File: src/rtl/comp_mult_pkg.sv
`default_nettype none
// ============================================================================
//  Module      : comp_mult_pkg
//  Description : Shared constants for the complex-multiplier datapath:
//                operand-fetch FSM state encoding, operand byte indices
//                and memory words per complex operand.
//  Revision    : 1.0 - initial release
// ============================================================================
package comp_mult_pkg;

    // Operand-fetch FSM state encoding
    localparam logic [2:0] c_S_IDLE  = 3'd0;
    localparam logic [2:0] c_S_FETCH = 3'd1;
    localparam logic [2:0] c_S_LAST  = 3'd2;
    localparam logic [2:0] c_S_VALID = 3'd3;
    localparam logic [2:0] c_S_DONE  = 3'd4;

    // Byte index within one operation; this is also the memory read order.
    // Bit 1 selects operand array 2, bit 0 selects the imaginary (odd) word.
    localparam logic [1:0] c_IDX_X1 = 2'd0;
    localparam logic [1:0] c_IDX_Y1 = 2'd1;
    localparam logic [1:0] c_IDX_X2 = 2'd2;
    localparam logic [1:0] c_IDX_Y2 = 2'd3;

    // Memory words per complex operand (real, imaginary)
    localparam int c_BYTES_PER_OP = 2;

endpackage : comp_mult_pkg
`default_nettype wire

File: src/rtl/comp_mult_op_fetch.sv
`default_nettype none
// ============================================================================
//  Module      : comp_mult_op_fetch
//  Description : Fetches complex operand pairs {x1,x2,y1,y2} from memory
//                through a request/grant arbiter port and hands each
//                packet downstream with a valid/ready handshake.
//  Revision    : 1.0 - initial release
// ============================================================================
module comp_mult_op_fetch
    import comp_mult_pkg::*;
#(
    parameter int DWIDTH = 8,
    parameter int SYS_AW = 16,
    parameter int REG_DW = 16
) (
    input  logic                  clk,
    input  logic                  rst_n,      // asynchronous, active-high
    input  logic                  sw_rst,     // synchronous, active-high
    input  logic                  start,
    input  logic [REG_DW-1:0]     op1_addr,
    input  logic [REG_DW-1:0]     op2_addr,
    input  logic [REG_DW-1:0]     nr_op,
    output logic                  mem_req,
    input  logic                  mem_gnt,
    output logic                  mem_ce,
    output logic                  mem_we,
    output logic [SYS_AW-1:0]     mem_addr,
    input  logic [DWIDTH-1:0]     mem_rd_data,
    output logic                  op_val,
    input  logic                  op_rdy,
    output logic [4*DWIDTH-1:0]   op_data,
    output logic                  busy,
    output logic                  done
);

    logic [2:0]           r_state;
    logic [REG_DW-1:0]    r_op_cnt;
    logic [1:0]           r_byte_idx;
    logic [SYS_AW-1:0]    r_op1_addr;
    logic [SYS_AW-1:0]    r_op2_addr;
    logic [REG_DW-1:0]    r_nr_op;
    logic                 r_rd_issued;
    logic [1:0]           r_rd_idx;
    logic [4*DWIDTH-1:0]  r_op_data;

    logic                 w_fetch;
    logic                 w_last_op;
    logic [SYS_AW-1:0]    w_base;
    logic [SYS_AW-1:0]    w_cnt_sys;
    logic [SYS_AW-1:0]    w_addr;

    assign w_fetch   = (r_state == c_S_FETCH);
    assign w_last_op = (r_op_cnt == (r_nr_op - REG_DW'(1)));

    // Address of the word selected by the byte index; wraps modulo 2^SYS_AW
    assign w_base    = r_byte_idx[1] ? r_op2_addr : r_op1_addr;
    assign w_cnt_sys = SYS_AW'(r_op_cnt);
    assign w_addr    = w_base
                     + (w_cnt_sys * SYS_AW'(c_BYTES_PER_OP))
                     + SYS_AW'(r_byte_idx[0]);

    assign mem_req  = w_fetch;
    assign mem_ce   = w_fetch & mem_gnt;
    assign mem_we   = 1'b0;
    assign mem_addr = w_fetch ? w_addr : '0;

    assign op_val   = (r_state == c_S_VALID);
    assign op_data  = r_op_data;
    assign busy     = (r_state != c_S_IDLE);
    assign done     = (r_state == c_S_DONE);

    // Job FSM with operation counter, byte index and configuration capture
    always_ff @(posedge clk or posedge rst_n) begin
        if (rst_n) begin
            r_state    <= c_S_IDLE;
            r_op_cnt   <= '0;
            r_byte_idx <= c_IDX_X1;
            r_op1_addr <= '0;
            r_op2_addr <= '0;
            r_nr_op    <= '0;
        end else if (sw_rst) begin
            r_state    <= c_S_IDLE;
            r_op_cnt   <= '0;
            r_byte_idx <= c_IDX_X1;
            r_op1_addr <= '0;
            r_op2_addr <= '0;
            r_nr_op    <= '0;
        end else begin
            case (r_state)
                c_S_IDLE: begin
                    if (start) begin
                        r_op1_addr <= op1_addr[SYS_AW-1:0];
                        r_op2_addr <= op2_addr[SYS_AW-1:0];
                        r_nr_op    <= nr_op;
                        r_op_cnt   <= '0;
                        r_byte_idx <= c_IDX_X1;
                        r_state    <= (nr_op != '0) ? c_S_FETCH : c_S_DONE;
                    end
                end
                c_S_FETCH: begin
                    // Index advances only on granted reads; wraps Y2 -> X1
                    if (mem_gnt) begin
                        r_byte_idx <= r_byte_idx + 2'd1;
                        if (r_byte_idx == c_IDX_Y2) begin
                            r_state <= c_S_LAST;
                        end
                    end
                end
                c_S_LAST: begin
                    // y2 lands in op_data on this edge
                    r_state <= c_S_VALID;
                end
                c_S_VALID: begin
                    if (op_rdy) begin
                        if (w_last_op) begin
                            r_state <= c_S_DONE;
                        end else begin
                            r_op_cnt <= r_op_cnt + REG_DW'(1);
                            r_state  <= c_S_FETCH;
                        end
                    end
                end
                c_S_DONE: begin
                    r_state <= c_S_IDLE;
                end
                default: begin
                    r_state <= c_S_IDLE;
                end
            endcase
        end
    end

    // Read data returns one cycle after the granted access; steer it into
    // the packet field named by the index that was issued with it
    always_ff @(posedge clk or posedge rst_n) begin
        if (rst_n) begin
            r_rd_issued <= 1'b0;
            r_rd_idx    <= c_IDX_X1;
            r_op_data   <= '0;
        end else if (sw_rst) begin
            r_rd_issued <= 1'b0;
            r_rd_idx    <= c_IDX_X1;
            r_op_data   <= '0;
        end else begin
            r_rd_issued <= mem_ce;
            r_rd_idx    <= r_byte_idx;
            if (r_rd_issued) begin
                case (r_rd_idx)
                    c_IDX_X1: r_op_data[4*DWIDTH-1:3*DWIDTH] <= mem_rd_data;
                    c_IDX_X2: r_op_data[3*DWIDTH-1:2*DWIDTH] <= mem_rd_data;
                    c_IDX_Y1: r_op_data[2*DWIDTH-1:DWIDTH]   <= mem_rd_data;
                    default:  r_op_data[DWIDTH-1:0]          <= mem_rd_data;
                endcase
            end
        end
    end

endmodule : comp_mult_op_fetch
`default_nettype wire
File: config.mk
export PLATFORM = sky130hd
export DESIGN_NAME = comp_mult_op_fetch
export DESIGN_NICKNAME = d
export VERILOG_FILES = /design/src/rtl/comp_mult_pkg.sv /design/src/rtl/comp_mult_op_fetch.sv
export SDC_FILE = /design/constraint.sdc
export NUM_CORES = 1
export LEC_CHECK = 0
export ABC_AREA = 1
export ABC_CLOCK_PERIOD_IN_PS = 3420
export CORE_MARGIN = 2
export CORE_UTILIZATION = 45
export DETAILED_ROUTE_END_ITERATION = 8
export DONT_BUFFER_PORTS = 1
export PLACE_DENSITY_LB_ADDON = 0.1
export SLEW_MARGIN = 10
export SYNTH_ARGS = -nofsm -noshare
export SYNTH_HDL_FRONTEND = slang
export SYNTH_SLANG_ARGS = --single-unit
File: constraint.sdc
create_clock -name clk -period 3.42 [get_ports clk]
set_input_delay 0.513 -clock clk [delete_from_list [all_inputs] [get_ports clk]]
set_output_delay 0.513 -clock clk [all_outputs]
set_load 0.02 [all_outputs]
======== After elaboration in Yosys (flattened, before gate mapping) ========
Index checks and enable logic that the tools add are counted.
word-level totals
  logic and storage cells ................. 89
  bits in registers ....................... 104
  output and inout bits ................... 54
operators by class
  bitwise logic cells ..................... 1
  multiplexer cells ....................... 36
  equality and inequality tests ........... 14
  reduce and logical (&&, ||, !) cells .... 21
  $add $sub $neg .......................... 5
operator list
  kind                   number
  $mux 16                15
  $mux 32                2
  $mux 8                 4
  $pmux 16 s2            1
  $mux 3                 7
  $add 16x1->16          1
  $add 16x1->16 const B  1
  $add 16x16->16         1
  $eq 16x16->1           1
  $reduce_bool 16->1     1
  $sub 16x1->16 const B  1
  $pmux 3 s4             1
  $reduce_bool 2->1      6
  $reduce_and 2->1       5
  $ne 3x3->1 const B     3
  $reduce_bool 3->1      3
  $mux 2                 4
  $reduce_and 4->1       2
  $eq 3x2->1 const B     2
  $ne 3x2->1 const B     2
  $eq 2x2->1 const B     2
  $pmux 2 s2             1
  $eq 3x1->1 const B     1
  $eq 3x3->1 const B     1
  other kinds (9)        9

======== Logic depth before layout (Yosys ltp) ========
  word-level depth ........................ 6
  depth in mapped cells ................... 17
  gate-level depth less buffers ........... 16

======== Least setup slack after synthesis ========
OpenSTA, ideal clock, no wires.
  path type ............................... reg-to-output
  start point ............................. register r_byte_idx[1]
  end point ............................... output mem_addr[10]
  data required time ...................... 2907 ps
  stages on the path, launching flop included .. 14
  path buffers ............................ 1
  slack ................................... 347 ps
  data arrival time ....................... 2560 ps
  cell sequence ........................... dfrtp_1 -> clkbuf_1 -> clkinv_1 -> nand2_1 -> nand2_1 -> ha_1 -> fa_1 -> nand3_1 -> nand3_1 -> a21boi_0 -> o21ai_0 -> inv_1 -> o21bai_1 -> a21oi_1
on the way
  cells in the longest elaborated chain, start to end .. 4
RTL lines
  element                   line                      source
  start: declaration        comp_mult_op_fetch.sv:38  logic [1:0] r_byte_idx;
  start signal: assignment  comp_mult_op_fetch.sv:77  r_byte_idx <= c_IDX_X1;
  start signal: assignment  comp_mult_op_fetch.sv:84  r_byte_idx <= c_IDX_X1;
  start signal: assignment  comp_mult_op_fetch.sv:96  r_byte_idx <= c_IDX_X1;
  $mux 16                   comp_mult_op_fetch.sv:56  assign w_base = r_byte_idx[1] ? r_op2_addr : r_op1_addr;
  $add 16x16->16            comp_mult_op_fetch.sv:59  + (w_cnt_sys * SYS_AW'(c_BYTES_PER_OP))
  $add 16x1->16             comp_mult_op_fetch.sv:60  + SYS_AW'(r_byte_idx[0]);
  $mux 16                   comp_mult_op_fetch.sv:65  assign mem_addr = w_fetch ? w_addr : '0;
  end: declaration          comp_mult_op_fetch.sv:27  output logic [SYS_AW-1:0] mem_addr,
No other way between the ends.

======== Worst setup path after layout ========
  start point ............................. register r_byte_idx[1]
  end point ............................... output mem_addr[9]
The elaborated chain is that of the path after synthesis.

==> flow_summary.ini <==
[logic_synthesis]
synth_compound_area_share_pct = 8.93
synth_area_per_cell_um2 = 7.26
synth-edff-count = 0
synth_ff_type = dfrtp_1
synthCells = 897
asyncSetResetFlopFracSynth_pct = 100
ys_seq_area_share_pct = 40.0
yosys_warnings = 0
synth_nets = 978
synthAdderAreaFrac_pct = 3.76
synthSimpleGateAreaFrac_pct = 32.0
synthDistinctLibCells = 42
synthXorXnorAreaFrac_pct = 2.55
yosys_register_bits = 104
synth.cell_area_um2 = 6510
synth_top_family_by_area = simple AND/OR/NAND/NOR gates
synth_mux_area_share_pct = 5.53

[global_routing]
grt_max_degree = 97
antenna_found_initial = 0
grt_use_total_pct = 22.4
grt_pass1_wl_um = 28200
grt_pass1_vias = 5595
grt.met1_usage_pct = 30.7
use_met3_pct = 4.34
grt_use_met2_pct = 34.4
top_usage_layer = met2
gr-total-overflow = 0

[timing]
fin_skew_ns = 0.00774
fmax_mhz = 309
relSlewSlack_pct = 46.1
setup_violations = 0
fin_crit_sh_pct = 94.7
slew_violations = 0
hold_viol = 0
grt_setup_unrepaired = no
worst_slew_pin_slew_ns = 0.809
setup-tns-final_ns = 0
fin_crit_ns = 3.24

[setup_path]
cp.required_ns = 2.91
worstPathArrival_ns = 2.73
worstSetupEndpointType = primary output
criticalPathCategory = register to primary output
startpoint_type = register
path_max_fanout = 15

[floorplanning]
core_area_um2 = 14000
die_w_um = 124
start_util_pct = 46.6
die_h_um = 124
rows = 43
pin_count = 116
die_area_um2 = 15500

[routing]
via_per_inst = 5.30
drc = 0
ant_nets = 0
wire_per_inst_um = 15.6
routed_wirelength_um = 16900
vias = 5748
drtIter0Drc = 464
firstDrtPassIters = 7

[clock_network]
cts.path.max_buffers = 2
cts_tree = yes
cts_inserted_buffers = 9
h-tree-depth = 3
clockRootBuffer = clkbuf_16
insertion_delay_ns = 0.35
clk_pin_slew_ns = 0.08
cts_hold_buf = 0
cts_sinks = 104

[placed_design]
dp_cells = 1066
portBuffers = 0
globalplace.congestion = 0.917
hpwlAfterDp_um = 12600

[layout]
drive_gt1_share_pct = 11.1
regArea_um2 = 2600
finalNetCount = 980
area_growth_pct = 9.03
fillers = 1403
final_common_cell = nand2_1
multiInputGateArea_um2 = 3470
instances_no_fill = 1084
final_cell_mix = nand2_1 (318), dfrtp_1 (104), nor2_1 (84)
diodes = 0

[min_path]
hp-class = input port to async pin

[outcome]
status = finished clean

[power]
leakage_nw = 3.57
p_per_area_nw_per_um2 = 572
ir_drop_mv = 0.316

[job]
cap_violations = 0
layout make-up:
class | instances | area share [%]
clock buffer | 9 | 3.17
sequential | 104 | 36.6
tap | 180 | 3.17
inverter | 79 | 4.25
timing repair buffer | 25 | 2.64
multi-input combinational | 680 | 48.9
clock inverter | 7 | 1.22
report_power, final:
group / switching (mW) / internal (mW)
Clock: 0.556 / 0.535
Combinational: 0.913 / 0.434
Sequential: 0.212 / 1.41
state kept, by name, indices dropped and copies added, names as in the netlist:
register     cells
r_rd_idx         2
r_rd_issued      1
r_state          3
op_data         32
r_byte_idx       2
r_op2_addr      16
r_op1_addr      16
r_nr_op         16
r_op_cnt        16
cells in the mapped netlist, types with 5 or more instances:
library cell	number	area share (%)
xor2_1	14	1.9
nand3_1	59	4.5
mux2_2	32	5.5
dfrtp_1	104	40
xnor2_1	5	0.67
nor3_1	9	0.69
nand2_1	319	18
ha_1	18	3.5
o21ai_0	70	5.4
buf_2	5	0.38
nor4_1	7	0.67
nand4_1	8	0.77
inv_1	74	4.3
nor2_1	85	4.9
a21oi_1	26	2.0
clkbuf_1	20	1.2
cell families after synthesis:
family	Yosys count
buffers and inverters	113
flip-flops	104
other	1
AO/OA/AOI/OAI	109
multiplexers	32
XOR/XNOR	19
adder cells (fa/ha/maj)	19
AND/OR/NAND/NOR	500
per-layer routing:
metal | wire (um) | vias up
met5 | 0 | -
met4 | 540 | 0
met3 | 895 | 31
met2 | 7620 | 149
met1 | 7820 | 2682
li1 | - | 2886
through the flow:
stage / total power [mW] / hold WS (ns) / worst slack, ns / utilization, % / area, um2
5_1_grt: 4.38 / 0.176 / 0.00372 / 50.8 / 7100
3_3_place_gp: 2.97 / 0.471 / 0.446 / 48.3 / 6750
2_1_floorplan: 2.69 / 0.453 / 0.175 / - / 6510
4_1_cts: 4.08 / 0.158 / 0.0298 / 50.5 / 7060
3_5_place_dp: 2.99 / 0.473 / 0.383 / 48.3 / 6750
6_report: 4.06 / 0.120 / 0.182 / 50.8 / 7100
timing repair:
action	in CTS	in global routing
setup endpoints to repair	1	8
resized for setup	1	10
setup buffers	0	2
pin swaps	0	1
path summary, 6_finish.rpt:
check / start / to / slack, ns / cells past startpoint
max: r_byte_idx[1]$_DFFE_PP0P_ / mem_addr[9] / 0.18 / 16
min: rst_n / op_data[20]$_DFFE_PP0P_ / 0.12 / 1
max reg2reg: r_nr_op[0]$_DFFE_PP0P_ / r_op_cnt[4]$_DFFE_PP0P_ / 0.98 / 12
min reg2reg: r_op1_addr[0]$_DFFE_PP0P_ / r_op1_addr[0]$_DFFE_PP0P_ / 0.49 / 2
max in group asynchronous: rst_n / r_op_cnt[8]$_DFFE_PP0P_ / 2.48 / 2
min in group clk: sw_rst / r_rd_idx[1]$_DFF_PP0_ / 0.22 / 1
critical path: stages, from the launching register on:
cell     delay (ns)
dfrtp_1        0.43
buf_4          0.21
nand2_1        0.07
nand2_1        0.05
ha_1           0.32
a21oi_1        0.16
nand2_1        0.13
nand2_1        0.08
nand2_1        0.05
a21oi_1        0.21
o21ai_2        0.13
nand2_1        0.09
nand2_1        0.07
nand2_1        0.06
nand2_1        0.04
nor2_1         0.11
buf_4          0.16
No activity file was read; power rests on OpenSTA's default activity.
